--- config.mk ---
export PLATFORM = sky130hd
export DESIGN_NAME = register_file_mp
export DESIGN_NICKNAME = d
export VERILOG_FILES = /design/src/rtl/register_file_mp.sv
export SDC_FILE = /design/constraint.sdc
export NUM_CORES = 2
export LEC_CHECK = 0
export BUFFER_PORTS_ARGS = -buffer_cell sky130_fd_sc_hd__buf_2
export CAP_MARGIN = 20
export CORE_UTILIZATION = 64
export CTS_CLUSTER_SIZE = 16
export DETAILED_ROUTE_END_ITERATION = 7
export GPL_TIMING_DRIVEN = 0
export PLACE_DENSITY = 0.81
export RECOVER_POWER = 25
export SYNTH_ARGS = -nofsm -noshare
export SYNTH_HDL_FRONTEND = slang
export SYNTH_SLANG_ARGS = --single-unit
--- constraint.sdc ---
create_clock -name clock -period 2.4 [get_ports clock]
set_input_delay 0.48 -clock clock [delete_from_list [all_inputs] [get_ports clock]]
set_output_delay 0.48 -clock clock [all_outputs]
set_load 0.02 [all_outputs]
--- src/rtl/register_file_mp.sv ---
// ---------------------------------------------------------------------------
// register_file_mp
//
// Parametrised 2-read / 1-write register file for the decode stage, with a
// sequential bulk-clear engine that zeroes one entry per cycle.
//
// Parameters:
//   DATA_WIDTH  register width in bits (bit 0 is the MSB)
//   ADDR_WIDTH  address width, DEPTH = 2**ADDR_WIDTH entries
//   ZERO_REG    1: entry 0 always reads zero and writes to it are dropped
//
// Ports:
//   clock        rising-edge clock
//   resetN       asynchronous active-low reset
//   rsAddr       read port A address
//   rtAddr       read port B address
//   readEnable   capture both read ports on this edge
//   rsOut/rtOut  registered read data (1-cycle latency, hold when not enabled)
//   readValid    rsOut/rtOut were updated on the last edge
//   rdAddr       write address
//   writeEnable  write request (dropped while the clear engine is busy)
//   writeData    write data
//   clearReq     start a bulk clear (level sampled in IDLE)
//   busy         clear engine active (high for exactly DEPTH cycles)
//   clearDone    one-cycle pulse after the final entry is cleared
//
// Handshake: a read is a single-cycle request; readValid is high in the cycle
// following every edge that sampled readEnable = 1, and rsOut/rtOut are valid
// for exactly that request. There is no back-pressure on reads. Writes have no
// acknowledge: the producer must watch busy, writes during a clear are lost.
//
// Optional feature macro: REGFILE_BYPASS_EN
//   Defined     - a read of the entry being written on the same edge (accepted
//                 write or the clear engine's current entry) returns the new
//                 value.
//   Not defined - same-edge reads return the pre-write value.
// ---------------------------------------------------------------------------
module register_file_mp #(
    parameter int DATA_WIDTH = 32,
    parameter int ADDR_WIDTH = 5,
    parameter int ZERO_REG   = 1
) (
    input  logic                    clock,
    input  logic                    resetN,
    input  logic [ADDR_WIDTH-1:0]   rsAddr,
    input  logic [ADDR_WIDTH-1:0]   rtAddr,
    input  logic                    readEnable,
    output logic [0:DATA_WIDTH-1]   rsOut,
    output logic [0:DATA_WIDTH-1]   rtOut,
    output logic                    readValid,
    input  logic [ADDR_WIDTH-1:0]   rdAddr,
    input  logic                    writeEnable,
    input  logic [0:DATA_WIDTH-1]   writeData,
    input  logic                    clearReq,
    output logic                    busy,
    output logic                    clearDone
);

    localparam int DEPTH = 2 ** ADDR_WIDTH;

    typedef enum logic {
        ST_IDLE  = 1'b0,
        ST_CLEAR = 1'b1
    } state_t;

    state_t                  r_state;
    state_t                  w_state_next;
    logic [ADDR_WIDTH-1:0]   r_clr_cnt;
    logic                    r_clear_done;
    logic [0:DATA_WIDTH-1]   r_mem [DEPTH];

    logic                    w_wr_accept;
    logic                    w_clr_last;
    logic [0:DATA_WIDTH-1]   w_rs_data;
    logic [0:DATA_WIDTH-1]   w_rt_data;

    // Writes only land in IDLE; the hardwired zero entry swallows its writes.
    assign w_wr_accept = writeEnable && (r_state == ST_IDLE) &&
                         !((ZERO_REG != 0) && (rdAddr == '0));

    assign w_clr_last  = (r_state == ST_CLEAR) &&
                         (r_clr_cnt == ADDR_WIDTH'(DEPTH - 1));

    // ---------------- FSM: state register ----------------
    always_ff @(posedge clock or negedge resetN) begin
        if (!resetN) begin
            r_state <= ST_IDLE;
        end else begin
            r_state <= w_state_next;
        end
    end

    // ---------------- FSM: next state ----------------
    always_comb begin
        w_state_next = r_state;
        case (r_state)
            ST_IDLE:  if (clearReq)   w_state_next = ST_CLEAR;
            ST_CLEAR: if (w_clr_last) w_state_next = ST_IDLE;
            default:                  w_state_next = ST_IDLE;
        endcase
    end

    // ---------------- FSM: outputs ----------------
    // busy is a decode of the registered state, so it rises on the edge that
    // leaves IDLE and falls on the edge that clears the last entry.
    always_comb begin
        busy      = (r_state == ST_CLEAR);
        clearDone = r_clear_done;
    end

    // ---------------- Read data selection ----------------
    // The zero-register rule is applied last so it overrides any forwarding.
    always_comb begin
        w_rs_data = r_mem[rsAddr];
`ifdef REGFILE_BYPASS_EN
        if (w_wr_accept && (rdAddr == rsAddr)) begin
            w_rs_data = writeData;
        end else if ((r_state == ST_CLEAR) && (r_clr_cnt == rsAddr)) begin
            w_rs_data = '0;
        end
`endif
        if ((ZERO_REG != 0) && (rsAddr == '0)) begin
            w_rs_data = '0;
        end
    end

    always_comb begin
        w_rt_data = r_mem[rtAddr];
`ifdef REGFILE_BYPASS_EN
        if (w_wr_accept && (rdAddr == rtAddr)) begin
            w_rt_data = writeData;
        end else if ((r_state == ST_CLEAR) && (r_clr_cnt == rtAddr)) begin
            w_rt_data = '0;
        end
`endif
        if ((ZERO_REG != 0) && (rtAddr == '0)) begin
            w_rt_data = '0;
        end
    end

    // ---------------- Array, read registers, clear engine ----------------
    always_ff @(posedge clock or negedge resetN) begin
        if (!resetN) begin
            for (int i = 0; i < DEPTH; i++) begin
                r_mem[i] <= '0;
            end
            rsOut        <= '0;
            rtOut        <= '0;
            readValid    <= 1'b0;
            r_clr_cnt    <= '0;
            r_clear_done <= 1'b0;
        end else begin
            readValid <= readEnable;
            if (readEnable) begin
                rsOut <= w_rs_data;
                rtOut <= w_rt_data;
            end

            if (w_wr_accept) begin
                r_mem[rdAddr] <= writeData;
            end

            // The counter wraps back to 0 after the last entry, so it is
            // already at 0 when the next clear starts; the explicit load on
            // entry keeps that independent of history.
            if (r_state == ST_CLEAR) begin
                r_mem[r_clr_cnt] <= '0;
                r_clr_cnt        <= r_clr_cnt + 1'b1;
            end else if (clearReq) begin
                r_clr_cnt <= '0;
            end

            r_clear_done <= w_clr_last;
        end
    end

endmodule

==> metrics.md <==
| Metric | Value |
|---|---|
| Root buf cell | clkbuf_16 |
| H-tree depth | 3 |
| Sequential cell area | 27430 um2 |
| Mapped cell area | 59590 um2 |
| Simple-Gate Fraction of Synth Area | 0.1676 |
| Vias per cell | 6.761 |
| Largest net degree at the start of global routing | 169 |
| Critical Path RT | 3000 ps |
| Reg2reg setup slack | -100 ps |
| Clock sink count | 1096 |
| CP Cell Sequence | buf_2 > buf_4 > buf_6 > buf_6 > or3_1 > clkbuf_1 > buf_4 > o22ai_2 > a2111oi_0 > a21oi_1 |
| Layout filler cell count | 6658 |
| Routed vias | 53790 |
| TritonCTS Buffers | 115 |
| Pleak | 29.02 nW |
| Dominant synthesized flop cell | dfrtp_1 |
| Adder-Cell Fraction of Synth Area | 0.001050 |
| Family with the most delay on the worst path | buffers and inverters |
| Worst-path clk slew | 60 ps |
| First-pass GRT wire length | 335.8 mm |
| Status | finished, violations left |
| Unrepaired setup endpoints after global routing | true |
| Period minus WS final | 2570 ps |
| Synth top area share | 0.4602 |
| Xor/xnor share of the synthesized area | 0 |
| Synth Instances | 6314 |
| Max_cap viols | 2 |
| Most common cell in the netlist | nand2_1 |
| Maximum vdd ir drop | 0.0007784 V |
| Final ANT Viol Nets | 0 |
| FMAX | 389.1 MHz |
| Critical path startpoint category | input port |
| EDFF count, synth | 0 |
| Worst Tran Pin Value | 1984 ps |
| Final worst hold slack | -186.5 ps |
| Crit path kind | in2reg |
| Top cells by area, synth | dfrtp_1 (46%), nand2_1 (13%), mux4_2 (12%) |
| Final Skew | 30.53 ps |
| Final HPWL DP | 176.7 mm |
| P&R area growth vs syn | 14.11% |
| Synth Area in Compound Gates | 0.1300 |
| Period utilisation layout | 1.071 |
| Wire per inst | 29.12 um |
| PortBufs | 112 |
| I/O pins | 119 |
| Register area share after synthesis | 0.4602 |
| Final setup viols | 262 |
| Crit path largest cell delay | 520 ps |
| Multi-input gate area | 30550 um2 |
| Initial Util | 0.6482 |
| Yosys reg bits | 1096 |
| Post-synth top area cell | dfrtp_1 |
| Max-slew violation count | 260 |
| Die Ht | 307.1 um |
| Residual DRC | 0 |
| Hold Fails Final Rpt | 97 |
| CORE AREA | 91940 um2 |
| Max FO, Critical Path | 10 |
| DRT Pass-1 Iters | 7 |
| Worst reg-to-reg path cell count | 7 |
| R2R Path Start | busy$_DFF_PN0_ |
| Max Root-Sink Buffers | 3 |
| Crit end category | flop |
| Final GP Congestion | 1.045 |
| Worst r2r dst | r_mem[791]$_DFF_PN0_ |
| Buf/Inv on CP | 6 |
| Row cnt | 111 |
| Power per Cell Area | 731.4 nW/um2 |
| GRT Total Usage | 0.4898 |
| Vias in the first global route | 52350 |
| Crit path arrival time | 3170 ps |
| Mux share of post-synthesis cell area | 0.1984 |
| Fin nets | 6664 |
| Post-Syn Nets | 6371 |
| Layout cells sized above 1 | 0.1760 |
| DRT iter0 DRCs | 7932 |
| Worst hold path class | in2async |
| Failing checks | negative hold slack, max-capacitance violations, max-slew violations, negative setup slack |
| Pwr Total | 49.73 mW |
| Final TNS setup | -6924 ps |
| Die footprint | 94340 um2 |
| Remaining Overflow, GRT | 0 |
| Synth cell types | 52 |
| Routed WL | 231.7 mm |
| Worst skew pair latency | 770 ps |
| Async S/R FF share, synth | 1.000 |
| Die X | 307.1 um |
| Slowest-stage cell, CP | a2111oi_0 |
| Pre-CTS setup slack | -1677 ps |
| Antenna violations before repair | 14 |
| Final WS setup | -170.1 ps |
| Average cell area after synthesis | 9.438 um2 |
| Commonest cells in the netlist | nand2_1 (1996), dfrtp_1 (1096), a21oi_1 (1055) |
| Ys Warns | 0 |
| CTS tree | built |
| Largest family of logic cells by synthesized area | multiplexers |
| Max_slew headroom | -0.3229 |
cell usage in the layout (no fill, tap or decap), types with 15 or more instances in the layout:
master     instances
a2111oi_0         29
a2111oi_2         26
a21oi_1         1055
a22o_1            30
a22oi_1           30
and2_1            35
buf_2            182
buf_4             67
bufinv_16         15
clkbuf_1         335
clkbuf_16        115
clkbuf_2         145
clkbuf_4          34
clkbuf_8          33
clkinv_2          19
dfrtp_1         1096
mux2_2            65
mux2i_1          379
mux4_2           324
nand2_1         1994
nand2b_1          75
nand3_1           18
nand3_2           18
nand4b_1          30
nor2_1           129
nor2_4            15
nor3_4            35
o211ai_1          62
o22a_1            30
o22ai_1           84
or4_1             32
state kept, by name (all words and copies together), names as in the netlist:
register,flops
clearDone,1
rsOut,32
r_mem,1024
readValid,1
r_clr_cnt,5
rtOut,32
busy,1
power breakdown:
group	internal [mW]	total [mW]	switching (mW)
combinational	2.99	8.74	5.75
clock	11.5	19.8	8.31
sequential	19.9	21.2	1.31
total	34.4	49.7	15.4
per-stage QoR:
step / hold WS (ps) / util / instance area (um2) / cells
after global placement: 490.4 / 0.6712 / 61710 / 7669
after detailed placement: 433.6 / 0.6739 / 61960 / 7681
after global routing: -144.6 / 0.7394 / 67980 / 7947
after floorplan: 184.4 / - / 59590 / 6314
final: -186.5 / 0.7396 / 68000 / 7956
after CTS: -107.0 / 0.7340 / 67480 / 7936
what timing repair did:
action / in CTS / in global routing
pin swaps: 22 / 3
gates resized for setup: 301 / 235
setup endpoints to repair: 1067 / 805
hold buffers: 7 / 3
setup buffers: 40 / 4
hold endpoints to repair: 78 / 106
final cells by class:
cell class | instances | share of cell area
tap | 1243 | 0.02287
timing repair buffer | 182 | 0.02035
clock buffer | 163 | 0.04968
multi-input combinational | 4596 | 0.4493
inverter | 5 | 0.0002760
sequential | 1096 | 0.4033
clock inverter | 50 | 0.01132
buffer | 611 | 0.04252
antenna | 10 | 0.0003680
worst register-to-register path, cell delays in order (launching register included):
cell and delay (ps):
dfrtp_1 450, and3b_1 270, clkbuf_1 280, clkbuf_4 400, nand3_2 290, clkbuf_1 380
nand2_1 200, a21oi_1 80
cell families after synthesis:
group | count (synthesis)
fa+ha+maj | 5
flops | 1096
mux | 768
compound gates | 1379
buf+inv | 622
simple gates | 2444
routing by layer:
metal  GRT usage  routed length [um]  up-vias
li1            -                   -    22660
met1      0.6300               82820    26540
met2      0.7225              102300     3721
met3      0.1509               28920      860
met4      0.3189               17460       17
met5           0                 142        -
worst max-delay path by stage:
stage | from | end | slack (ps) | cells past startpoint
finish | rtAddr[0] | rtOut[4]$_DFFE_PN0P_ | -170 | 10
global route | rtAddr[0] | rtOut[12]$_DFFE_PN0P_ | -50 | 9
CTS | busy$_DFF_PN0_ | r_mem[1001]$_DFF_PN0_ | -80 | 6
detailed placement | rtAddr[1] | rtOut[15]$_DFFE_PN0P_ | -1680 | 8
global placement | resetN | r_mem[206]$_DFF_PN0_ | -23260 | 1
floorplan | rtAddr[0] | rtOut[20]$_DFFE_PN0P_ | 100 | 6
Power figures use the tool's default switching activity.
